### src/rtl/regfile_pkg.sv
// Shared constants and helpers for the register-file read-port arbiter.
// The optional XZR read-as-zero behaviour is controlled by the REGFILE_XZR_EN macro.
package regfile_pkg;

  // Register address width and register count of the read mux.
  localparam int REG_ADDR_W = 5;
  localparam int NUM_REGS   = 32;

  // Architectural zero register.
  localparam logic [REG_ADDR_W-1:0] XZR_ADDR = 5'd31;

  // True when the address names the zero register.
  function automatic logic is_xzr(input logic [REG_ADDR_W-1:0] addr);
    return (addr == XZR_ADDR);
  endfunction

endpackage

### src/rtl/rr_arbiter.sv
// Purely combinational round-robin arbiter.
// The search starts at ptr and wraps modulo NREQ; the first asserted request wins.
// NREQ must be a power of two so the index arithmetic wraps naturally in IDW bits.
module rr_arbiter #(
  parameter int NREQ = 4,
  parameter int IDW  = $clog2(NREQ)
) (
  input  logic [NREQ-1:0] req,
  input  logic [IDW-1:0]  ptr,
  input  logic            enable,
  output logic [NREQ-1:0] grant,
  output logic [IDW-1:0]  winner,
  output logic            any_grant
);

  // Walk the requesters from ptr upward, keeping the first valid one.
  always_comb begin
    logic [IDW-1:0] idx;
    grant     = '0;
    winner    = '0;
    any_grant = 1'b0;
    idx       = '0;
    if (enable) begin
      for (int k = 0; k < NREQ; k++) begin
        idx = ptr + IDW'(k);
        if (!any_grant && req[idx]) begin
          any_grant   = 1'b1;
          winner      = idx;
          grant[idx]  = 1'b1;
        end
      end
    end
  end

endmodule

### src/rtl/regfile_port_arbiter.sv
// Shares one register-file read port among NREQ requesters.
// One requester is granted per cycle (round-robin), its address drives the read
// mux select in the same cycle, and the mux output is captured into a registered
// response tagged with the requester index.
// Optional feature: define REGFILE_XZR_EN to force reads of address 31 to zero.
//
// Handshake (both sides): a transfer happens in a cycle where valid and ready
// are both high. Requesters hold req_valid/req_addr until req_ready; the
// response holds rsp_valid/rsp_id/rsp_data stable until rsp_ready.
module regfile_port_arbiter
  import regfile_pkg::*;
#(
  parameter int N    = 64,
  parameter int NREQ = 4,
  parameter int IDW  = $clog2(NREQ)
) (
  input  logic                       clock,
  input  logic                       reset,
  input  logic [NREQ-1:0]            req_valid,
  input  logic [REG_ADDR_W*NREQ-1:0] req_addr,
  output logic [NREQ-1:0]            req_ready,
  output logic [REG_ADDR_W-1:0]      mux_sel,
  input  logic [N-1:0]               mux_data,
  output logic                       rsp_valid,
  input  logic                       rsp_ready,
  output logic [IDW-1:0]             rsp_id,
  output logic [N-1:0]               rsp_data
);

  logic [IDW-1:0]        ptr;
  logic [REG_ADDR_W-1:0] last_sel;
  logic                  slot_free;
  logic                  arb_en;
  logic [NREQ-1:0]       grant;
  logic [IDW-1:0]        winner;
  logic                  any_grant;
  logic [REG_ADDR_W-1:0] win_addr;
  logic [N-1:0]          cap_data;

  // A grant is possible only when the response slot is empty or draining,
  // and never while reset is held.
  assign slot_free = !rsp_valid || rsp_ready;
  assign arb_en    = slot_free && !reset;

  rr_arbiter #(
    .NREQ (NREQ),
    .IDW  (IDW)
  ) u_arb (
    .req       (req_valid),
    .ptr       (ptr),
    .enable    (arb_en),
    .grant     (grant),
    .winner    (winner),
    .any_grant (any_grant)
  );

  assign req_ready = grant;

  // Pick the winner's address field and steer the mux; hold the previous
  // select when idle so the read mux does not toggle needlessly.
  always_comb begin
    win_addr = req_addr[int'(winner)*REG_ADDR_W +: REG_ADDR_W];
    mux_sel  = any_grant ? win_addr : last_sel;
  end

  // Data to capture on a grant; the zero register optionally reads as zero.
  always_comb begin
    cap_data = mux_data;
`ifdef REGFILE_XZR_EN
    if (is_xzr(win_addr)) begin
      cap_data = '0;
    end
`endif
  end

  // Response register, round-robin pointer and held select.
  always_ff @(posedge clock or posedge reset) begin
    if (reset) begin
      rsp_valid <= 1'b0;
      rsp_data  <= '0;
      rsp_id    <= '0;
      ptr       <= '0;
      last_sel  <= '0;
    end else if (any_grant) begin
      rsp_valid <= 1'b1;
      rsp_data  <= cap_data;
      rsp_id    <= winner;
      ptr       <= winner + IDW'(1);
      last_sel  <= win_addr;
    end else if (rsp_ready) begin
      rsp_valid <= 1'b0;
    end
  end

endmodule

### config.mk
export PLATFORM = sky130hd
export DESIGN_NAME = regfile_port_arbiter
export DESIGN_NICKNAME = d
export VERILOG_FILES = /design/src/rtl/regfile_pkg.sv /design/src/rtl/rr_arbiter.sv /design/src/rtl/regfile_port_arbiter.sv
export SDC_FILE = /design/constraint.sdc
export NUM_CORES = 1
export LEC_CHECK = 0
export CAP_MARGIN = 20
export CORE_MARGIN = 2
export CORE_UTILIZATION = 44
export CTS_CLUSTER_SIZE = 12
export DETAILED_ROUTE_END_ITERATION = 8
export PLACE_DENSITY = 0.91
export RECOVER_POWER = 25
export SLEW_MARGIN = 5
export SYNTH_ARGS = -nofsm -noshare
export SYNTH_HDL_FRONTEND = slang
export SYNTH_SLANG_ARGS = --single-unit
### constraint.sdc
create_clock -name clock -period 13.45 [get_ports clock]
set_input_delay 2.0175 -clock clock [delete_from_list [all_inputs] [get_ports clock]]
set_output_delay 2.0175 -clock clock [all_outputs]
set_load 0.05 [all_outputs]
==> results.json, run 1 <==
{
  "route.detailed.wl_per_inst_um": 14.8,
  "avgSynthCellArea_um2": 9.06,
  "fin_worst_skew_ns": 0.0107,
  "syn_area_um2": 3510,
  "drt-pass1-iter-count": 4,
  "p_leak_nw": 2.57,
  "regArea_um2": 1850,
  "whs_endpoint": "rsp_data[27]$_DFFE_PP0P_",
  "hold_path.startpoint": "rsp_data[27]$_DFFE_PP0P_",
  "hold_buffers": 0,
  "startpoint_type": "primary input",
  "slew_violations": 0,
  "critical_path.max_stage_delay_ns": 0.75,
  "setup_viol": 0,
  "fillers": 583,
  "overflow": 0,
  "critPathRequiredTime_ns": 11.43,
  "cts.sinks": 74,
  "gp_congestion": 0.911,
  "antenna_found_initial": 0,
  "r2r-start": "ptr[0]$_DFFE_PP0P_",
  "p_total_w": 0.000989,
  "max_cap_viol_count": 0,
  "r2r_cells": 7,
  "fp.dieArea_um2": 8700,
  "power.density_nw_per_um2": 181,
  "worstMarginPinSlew_ns": 0.913,
  "utilization_pct": 70.6,
  "clk_path_buf_depth": 2,
  "worstHoldPathCells": 2,
  "place_area_um2": 5230,
  "async_reset_ff_share_pct": 100,
  "cts-root-buf": "clkbuf_8",
  "yosysWarnings": 0,
  "nets": 647,
  "path_class": "primary input to output port",
  "dieWidth_um": 93.3,
  "synth_edf_count": 0,
  "cts_resized": 0,
  "core_area_um2": 7730,
  "final-hold-violation-count": 0,
  "n_antenna_cell": 0,
  "post-route-period-util_pct": 60.3,
  "route.detailed.drc": 0,
  "reg2reg_to": "last_sel[4]$_DFF_PP0_",
  "hp-class": "register to register",
  "fin_setup_tns_ns": 0,
  "ys_ff_latch": 74,
  "clk_pin_slew_worst_paths_ns": 0.07,
  "slew_headroom_pct": 39.1,
  "htree_levels": 3,
  "io_buffer_count": 166,
  "clock_latency_ns": 0.33,
  "regToRegSetupSlack_ns": 9.82,
  "start_util_pct": 45.4,
  "first_iter_violations": 137,
  "drive_gt1_share_pct": 6.35,
  "yosysSeqAreaShare_pct": 52.8,
  "path_cells": "dlygate4sd3_1 -> clkinv_1 -> buf_4 -> nand2_1 -> a21o_2 -> buf_16 -> a31oi_1 -> a221oi_1 -> clkdlybuf4s50_1",
  "syn_nets": 486,
  "rsz0062_at_grt": "no",
  "synthFlopType": "dfrtp_1",
  "ios": 167,
  "rows": 32,
  "grt_pass1_vias": 3238,
  "cp.arrival_ns": 6.09,
  "fp.dieH_um": 93.3,
  "syn2layout_area_growth_pct": 55.7,
  "grt_max_degree": 76,
  "cts_inserted_buffers": 9,
  "fin_area_um2": 5460,
  "status": "finished, final reports clean",
  "grt_pass1_wl_um": 15200,
  "max-vdd-ir-drop_mv": 0.0907,
  "vias": 3239,
  "finalWirelength_um": 9690,
  "yosys.cell_types.count": 40,
  "post-route-min-period_ns": 8.11,
  "fmax_ghz": 0.123,
  "cp_slowest_cell": "clkdlybuf4s50_1",
  "cts_setup_buffers": 0,
  "critPathCaptureType": "output port",
  "finalNonFillerCells": 653,
  "syn_inst": 387,
  "routed_via_density": 4.96,
  "multi_input_area_um2": 1560,
  "path_max_fanout": 75,
  "hpwlAfterDp_um": 7040,
  "ant_nets": 0,
  "placedCellCount": 638,
  "globalRouteTotalUtil_pct": 22.2,
  "cts_tree": "done"
}
## power breakdown
part	internal [W]	switching, W
logic	0.000192	0.000314
clock network	0.000102	0.0000755
registers	0.000265	0.0000388
## final cells by class
| cell class | count | area share (%) |
|---|---|---|
| inverters | 4 | 0.275 |
| multi-input cells | 290 | 28.5 |
| flip-flops and latches | 74 | 33.9 |
| clock inverters | 5 | 1.49 |
| well taps | 102 | 2.34 |
| clock buffers | 9 | 2.27 |
| repair buffers | 169 | 31.2 |
## cells in the final DEF (no fill, tap or decap), drive strengths merged, types with 2 or more instances in the layout
cell type	synthesis	final
nand2	203	203
clkdlybuf4s50	0	165
dfrtp	74	74
mux2i	13	13
nor2	11	11
clkbuf	15	9
ha	8	8
a221oi	6	6
a21oi	6	6
nor3b	4	4
a22o	4	4
a22oi	4	4
inv	4	3
a21o	3	3
o21ai	3	3
buf	4	3
clkinv	0	3
and3b	2	2
o211ai	2	2
xnor2	2	2
or3	2	2
nor4	2	2
a211o	2	2
bufinv	0	2
mux2	2	2
mux4	2	2
## logic make-up after synthesis
group | share of synthesized area (%)
AND/OR/NAND/NOR | 25.9
multiplexers | 6.56
flip-flops | 52.8
adder cells (fa/ha/maj) | 2.85
XOR/XNOR | 0.500
buffers and inverters | 3.21
AO/OA/AOI/OAI | 8.13
## sequential cells by signal (all words and copies together), names as in the netlist
| name | flops |
|---|---|
| ptr | 2 |
| last_sel | 5 |
| rsp_id | 2 |
| rsp_data | 64 |
| rsp_valid | 1 |
## metrics by stage
stage                     hold slack, ns  worst slack (ns)
after floorplan                    0.744              5.41
after global placement             0.458              5.51
after detailed placement           0.465              5.35
after CTS                          0.483              5.36
after global routing               0.504              4.93
final                              0.479              5.34
## layer usage
metal	global-route usage, %	wire [um]
met1	28.0	3990
met2	37.4	4820
met3	4.83	760
met4	8.46	123
met5	0	0
## cells in the mapped netlist, drive strengths merged, types with 2 or more instances
cell type | count | area share (%)
mux4 | 2 | 1.4
mux2 | 2 | 0.75
mux2i | 13 | 4.4
nor2 | 11 | 1.2
dfrtp | 74 | 53
xnor2 | 2 | 0.50
o21ai | 3 | 0.75
buf | 4 | 0.86
o211ai | 2 | 0.43
a221oi | 6 | 1.5
ha | 8 | 2.9
a21oi | 6 | 0.86
nor3b | 4 | 0.86
nor4 | 2 | 0.36
a211o | 2 | 0.50
a22o | 4 | 1.1
inv | 4 | 0.43
clkbuf | 15 | 1.9
nand2 | 203 | 22
a21o | 3 | 0.68
a22oi | 4 | 0.86
or3 | 2 | 0.36
and3b | 2 | 0.57
## worst max-delay path, delay by kind of cell
kind / cells / cell delay (ns)
AO/OA/AOI/OAI: 3 / 1.23
buffers and inverters: 5 / 2.40
AND/OR/NAND/NOR: 1 / 0.40
## how the worst max path moves through the flow
stage	from	cells after the start	to	slack [ns]
floorplan	reset	6	mux_sel[0]	5.41
global placement	reset	8	mux_sel[0]	5.51
detailed placement	reset	8	mux_sel[3]	5.35
CTS	reset	8	mux_sel[3]	5.36
global route	reset	9	mux_sel[3]	4.93
finish	reset	9	mux_sel[3]	5.34
(Power assumes the default switching activity.)
==> run 2, diff against run 1 <==
--- a/config.mk
+++ b/config.mk
@@ -7,10 +7,10 @@
 export LEC_CHECK = 0
 export CAP_MARGIN = 20
 export CORE_MARGIN = 2
-export CORE_UTILIZATION = 44
+export CORE_UTILIZATION = 37
 export CTS_CLUSTER_SIZE = 12
 export DETAILED_ROUTE_END_ITERATION = 8
-export PLACE_DENSITY = 0.91
+export PLACE_DENSITY = 0.83
 export RECOVER_POWER = 25
 export SLEW_MARGIN = 5
 export SYNTH_ARGS = -nofsm -noshare
==> constraint.sdc (replaced) <==
create_clock -name clock -period 7.2 [get_ports clock]
set_input_delay 1.08 -clock clock [delete_from_list [all_inputs] [get_ports clock]]
set_output_delay 1.08 -clock clock [all_outputs]
set_load 0.05 [all_outputs]
==> results.json, run 2 (synthesis gave the netlist of run 1 again) <==
{
  "met1_length_um": 3860,
  "hold_path.startpoint": "rsp_data[4]$_DFFE_PP0P_",
  "dieWidth_um": 101,
  "grt_pass1_wl_um": 16000,
  "cts_tree": "done",
  "reg_top3": "rsp_data: 64 flops, last_sel: 5 flops",
  "core_area_um2": 9240,
  "power.density_nw_per_um2": 335,
  "status": "finished, violations left",
  "cts_inserted_buffers": 9,
  "syn2layout_area_growth_pct": 55.6,
  "path_cells": "inv_1 -> ha_1 -> mux4_2 -> a21oi_1 -> o2bb2ai_4 -> mux2i_1 -> a221oi_1 -> clkdlybuf4s50_1",
  "critical_path.max_stage_delay_ns": 0.88,
  "worstMarginPinSlew_ns": 3.97,
  "finalWirelength_um": 9870,
  "path_max_fanout": 23,
  "setup_viol": 0,
  "cts.sinks": 74,
  "p_leak_nw": 2.56,
  "slew_headroom_pct": -165,
  "hold_ws_ns": 0.475,
  "route.detailed.drc": 0,
  "final_cell_mix": "nand2_1, clkdlybuf4s50_1, dfrtp_1",
  "cp.arrival_ns": 4.63,
  "post-route-period-util_pct": 79.3,
  "post-route-min-period_ns": 5.71,
  "final_common_cell": "nand2_1",
  "top_layer": "met4",
  "nets": 647,
  "io_buffer_count": 166,
  "place_area_um2": 5270,
  "cp_slowest_cell": "clkdlybuf4s50_1",
  "cp_num_cells": 8,
  "post-place-ws_ns": 1.83,
  "hpwlAfterDp_um": 7090,
  "fin_worst_skew_ns": 0.0102,
  "wl_met3_um": 864,
  "htree_levels": 3,
  "dr_wl_met2_um": 4960,
  "regMostFlops": "rsp_data",
  "max-vdd-ir-drop_mv": 0.135,
  "clk_path_buf_depth": 2,
  "path_class": "register to output port",
  "gp_congestion": 0.857,
  "n_antenna_cell": 0,
  "overflow": 0,
  "critPathCaptureType": "output port",
  "fp.dieArea_um2": 10300,
  "path_delay_family": "buffers and inverters",
  "fmax_ghz": 0.175,
  "start_util_pct": 38.0,
  "largest_reg_flops": 64,
  "r2r_cells": 7,
  "grt_max_degree": 75,
  "ant_nets": 0,
  "worstHoldPathCells": 2,
  "final-hold-violation-count": 0,
  "ios": 167,
  "route.detailed.wl_per_inst_um": 14.5,
  "rows": 35,
  "cp_num_buf_inv": 2,
  "clock_latency_ns": 0.34,
  "layout_setup_ws_ns": 1.49,
  "violations": "max-capacitance violations, max-slew violations",
  "drt-pass1-iter-count": 4,
  "cts_resized": 0,
  "hold_buffers": 0,
  "cts-root-buf": "clkbuf_8",
  "fillers": 778,
  "placedCellCount": 666,
  "rsz0062_at_grt": "no",
  "fin_setup_tns_ns": 0,
  "grt_pass1_vias": 3234,
  "cts_setup_buffers": 0,
  "fin_area_um2": 5460,
  "finalNonFillerCells": 682,
  "antenna_found_initial": 0,
  "critPathRequiredTime_ns": 6.12,
  "vias": 3248,
  "startpoint": "ptr[0]$_DFFE_PP0P_",
  "globalRouteTotalUtil_pct": 19.7,
  "startpoint_type": "register",
  "slew_violations": 75,
  "r2r-start": "ptr[0]$_DFFE_PP0P_",
  "drive_gt1_share_pct": 6.33,
  "hp-class": "register to register",
  "clk_pin_slew_worst_paths_ns": 0.08,
  "max_cap_viol_count": 1,
  "first_iter_violations": 158,
  "routed_via_density": 4.76,
  "fp.dieH_um": 101
}
run 2: cell types whose count changed in the layout (fill, tap and decap cells not counted), sizes merged:
cell    previous run  this run
buf                3         2
bufinv             2         1
clkbuf             9        11
inv                3         5
run 2: routing by layer:
layer | vias to the layer above | track usage [%]
li1 | 1569 | -
met1 | 1538 | 23.5
met5 | - | 0
met2 | 128 | 33.0
met4 | 0 | 6.65
met3 | 13 | 7.18
run 2: worst paths after layout:
| check | to | slack, ns |
|---|---|---|
| worst max-delay path | mux_sel[1] | 1.49 |
| worst min-delay path | rsp_data[4]$_DFFE_PP0P_ | 0.48 |
| worst max register to register | last_sel[1]$_DFF_PP0_ | 3.66 |
| worst min register to register | rsp_data[4]$_DFFE_PP0P_ | 0.48 |
| max in group asynchronous | rsp_data[37]$_DFFE_PP0P_ | 2.13 |
| min in group asynchronous | rsp_valid$_DFFE_PP0P_ | 2.80 |
run 2: tightest hold or removal path, cell delays in order, from the launching register on:
cell and delay, ns:
dfrtp_1 0.34, nand2_1 0.05, nand2_1 0.05
run 2: power breakdown:
part	switching [W]	leakage (nW)	internal, W
Combinational	0.000584	1.56	0.000358
Clock	0.000165	0.0966	0.000161
Sequential	0.0000648	0.902	0.000495
Total	0.000814	2.56	0.00101
run 2: final cells by class:
class,instances,area [um2],share of cell area (%)
Clock buffer,10,128,2.34
Tap cell,129,161,2.96
Sequential cell,74,1850,33.9
Inverter,4,15.0,0.275
Multi-Input combinational cell,290,1560,28.5
Timing Repair Buffer,169,1680,30.8
Clock inverter,6,65.1,1.19
run 2: metrics by stage:
step / total power, W / utilization [%]
4_1_cts: 0.00184 / 59.1
3_5_place_dp: 0.00151 / 57.0
6_report: 0.00183 / 59.1
2_1_floorplan: 0.00123 / -
5_1_grt: 0.00193 / 59.1
3_3_place_gp: 0.00149 / 57.0
==> run 3, diff against run 2 <==
--- a/config.mk
+++ b/config.mk
@@ -7,10 +7,10 @@
 export LEC_CHECK = 0
 export CAP_MARGIN = 20
 export CORE_MARGIN = 2
-export CORE_UTILIZATION = 37
+export CORE_UTILIZATION = 41
 export CTS_CLUSTER_SIZE = 12
 export DETAILED_ROUTE_END_ITERATION = 8
-export PLACE_DENSITY = 0.83
+export PLACE_DENSITY = 0.86
 export RECOVER_POWER = 25
 export SLEW_MARGIN = 5
 export SYNTH_ARGS = -nofsm -noshare
==> constraint.sdc (replaced) <==
create_clock -name clock -period 5.7 [get_ports clock]
set_input_delay 0.855 -clock clock [delete_from_list [all_inputs] [get_ports clock]]
set_output_delay 0.855 -clock clock [all_outputs]
set_load 0.05 [all_outputs]
==> results.json, run 3 (synthesis gave the netlist of run 1 again) <==
{
  "status": "finished, violations left",
  "violations": "max-capacitance violations, max-slew violations",
  "start_util_pct": 42.5,
  "max-vdd-ir-drop_mv": 0.201,
  "grt_pass1_wl_um": 15500,
  "htree_levels": 3,
  "fin_setup_tns_ns": 0,
  "ant_nets": 0,
  "cp_num_buf_inv": 2,
  "clk_path_buf_depth": 2,
  "route.detailed.wl_per_inst_um": 15.0,
  "final_cell_mix": "nand2_1, clkdlybuf4s50_1, dfrtp_1",
  "fmax_ghz": 0.199,
  "critPathRequiredTime_ns": 4.85,
  "routed_via_density": 4.90,
  "fillers": 697,
  "critical_path.max_stage_delay_ns": 0.85,
  "slew_headroom_pct": -23.2,
  "hold_buffers": 0,
  "power.density_nw_per_um2": 435,
  "overflow": 0,
  "drt-pass1-iter-count": 4,
  "worstMarginPinSlew_ns": 1.85,
  "cts_tree": "done",
  "hpwlAfterDp_um": 7070,
  "layout_setup_ws_ns": 0.685,
  "path_delay_family": "compound AO/OA/AOI/OAI gates",
  "whs_endpoint": "rsp_data[22]$_DFFE_PP0P_",
  "slew_violations": 75,
  "post-route-min-period_ns": 5.02,
  "setup_viol": 0,
  "regMostFlops": "rsp_data",
  "final-hold-violation-count": 0,
  "cts-root-buf": "clkbuf_8",
  "rows": 33,
  "internal_power_w": 0.00134,
  "p_clk_share_pct": 18.1,
  "post-route-period-util_pct": 88.0,
  "ios": 167,
  "path_cells": "inv_1 -> ha_1 -> mux4_2 -> a21oi_1 -> o2bb2ai_4 -> mux2i_1 -> a221oi_1 -> buf_12",
  "multi_input_area_um2": 1560,
  "comb_power_share_pct": 52.2,
  "rsz0062_at_grt": "no",
  "grt_max_degree": 75,
  "cp.arrival_ns": 4.16,
  "antenna_found_initial": 0,
  "cts.sinks": 74,
  "cp_slowest_cell": "dfrtp_1",
  "gp_congestion": 0.809,
  "globalRouteTotalUtil_pct": 21.3,
  "path_max_fanout": 23,
  "vias": 3221,
  "clk_pin_slew_worst_paths_ns": 0.09,
  "p_leak_nw": 2.59,
  "switchingPower_w": 0.00105,
  "r2r_cells": 7,
  "cts_resized": 0,
  "max_cap_viol_count": 1,
  "p_sw_share_pct": 43.9,
  "final_common_cell": "nand2_1",
  "post-place-ws_ns": 1.10,
  "reg2reg_to": "last_sel[4]$_DFF_PP0_",
  "reg_top3": "rsp_data: 64 flops, last_sel: 5 flops",
  "hp-class": "register to register",
  "regArea_um2": 1850,
  "hold_ws_ns": 0.475,
  "cts_inserted_buffers": 9,
  "cts_setup_buffers": 0,
  "path_class": "register to output port",
  "regToRegSetupSlack_ns": 1.92,
  "nets": 647,
  "n_antenna_cell": 0,
  "worstHoldPathCells": 2,
  "critPathCaptureType": "output port",
  "fin_worst_skew_ns": 0.00794,
  "clock_latency_ns": 0.33,
  "first_iter_violations": 125,
  "fp.dieH_um": 96.5,
  "grt_pass1_vias": 3251,
  "startpoint_type": "register",
  "finalWirelength_um": 9860,
  "core_area_um2": 8260,
  "fp.dieArea_um2": 9310,
  "r2r-start": "ptr[0]$_DFFE_PP0P_",
  "hold_path.startpoint": "rsp_data[22]$_DFFE_PP0P_",
  "dieWidth_um": 96.5,
  "pwr-share-seq_pct": 29.7,
  "syn2layout_area_growth_pct": 56.8,
  "largest_reg_flops": 64,
  "drive_gt1_share_pct": 7.78,
  "route.detailed.drc": 0,
  "io_buffer_count": 166
}
[run 3: how the worst max path moves through the flow]
stage / start / end / slack [ns] / cells after the start
detailed placement: ptr[0]$_DFFE_PP0P_ / mux_sel[1] / 1.10 / 8
floorplan: reset / mux_sel[0] / 0.73 / 6
global route: ptr[0]$_DFFE_PP0P_ / mux_sel[1] / 0.47 / 8
finish: ptr[0]$_DFFE_PP0P_ / mux_sel[4] / 0.68 / 8
CTS: ptr[0]$_DFFE_PP0P_ / mux_sel[1] / 0.68 / 8
global placement: ptr[0]$_DFFE_PP0P_ / mux_sel[1] / 1.31 / 8
[run 3: worst register-to-register path: stages, from the launching register on]
cell,delay [ns]
dfrtp_1,0.85
inv_1,0.30
ha_1,0.51
mux4_2,0.64
a21oi_1,0.37
o2bb2ai_4,0.21
mux2i_1,0.16
a221oi_1,0.57
[run 3: layer usage]
metal | global-route usage [%] | up-vias | wire, um
met5 | 0 | - | 0
met4 | 6.10 | 0 | 83
met3 | 7.76 | 6 | 754
met2 | 37.1 | 109 | 5090
met1 | 24.7 | 1534 | 3930
li1 | - | 1572 | -
[run 3: final cells by class]
cell class	instances	area share, %
multi-input cells	290	28.3
inverters	4	0.341
repair buffers	169	31.5
clock buffers	10	2.50
well taps	105	2.39
flip-flops and latches	74	33.7
clock inverters	6	1.34
[run 3: per-stage QoR]
| stage | instance area (um2) | power (W) | std cells | util [%] |
|---|---|---|---|---|
| 2_1_floorplan | 3510 | 0.00155 | 387 | - |
| 3_3_place_gp | 5290 | 0.00193 | 642 | 64.1 |
| 3_5_place_dp | 5290 | 0.00197 | 642 | 64.1 |
| 4_1_cts | 5500 | 0.00241 | 658 | 66.6 |
| 5_1_grt | 5500 | 0.00252 | 658 | 66.6 |
| 6_report | 5500 | 0.00239 | 658 | 66.6 |
[run 3: power by group through the flow]
stage               Combinational, W  Clock, W  Sequential [W]
floorplan                   0.000590         0        0.000964
global placement             0.00121         0        0.000711
detailed placement           0.00125         0        0.000719
CTS                          0.00125  0.000446        0.000709
global route                 0.00133  0.000468        0.000724
finish                       0.00125  0.000433        0.000709
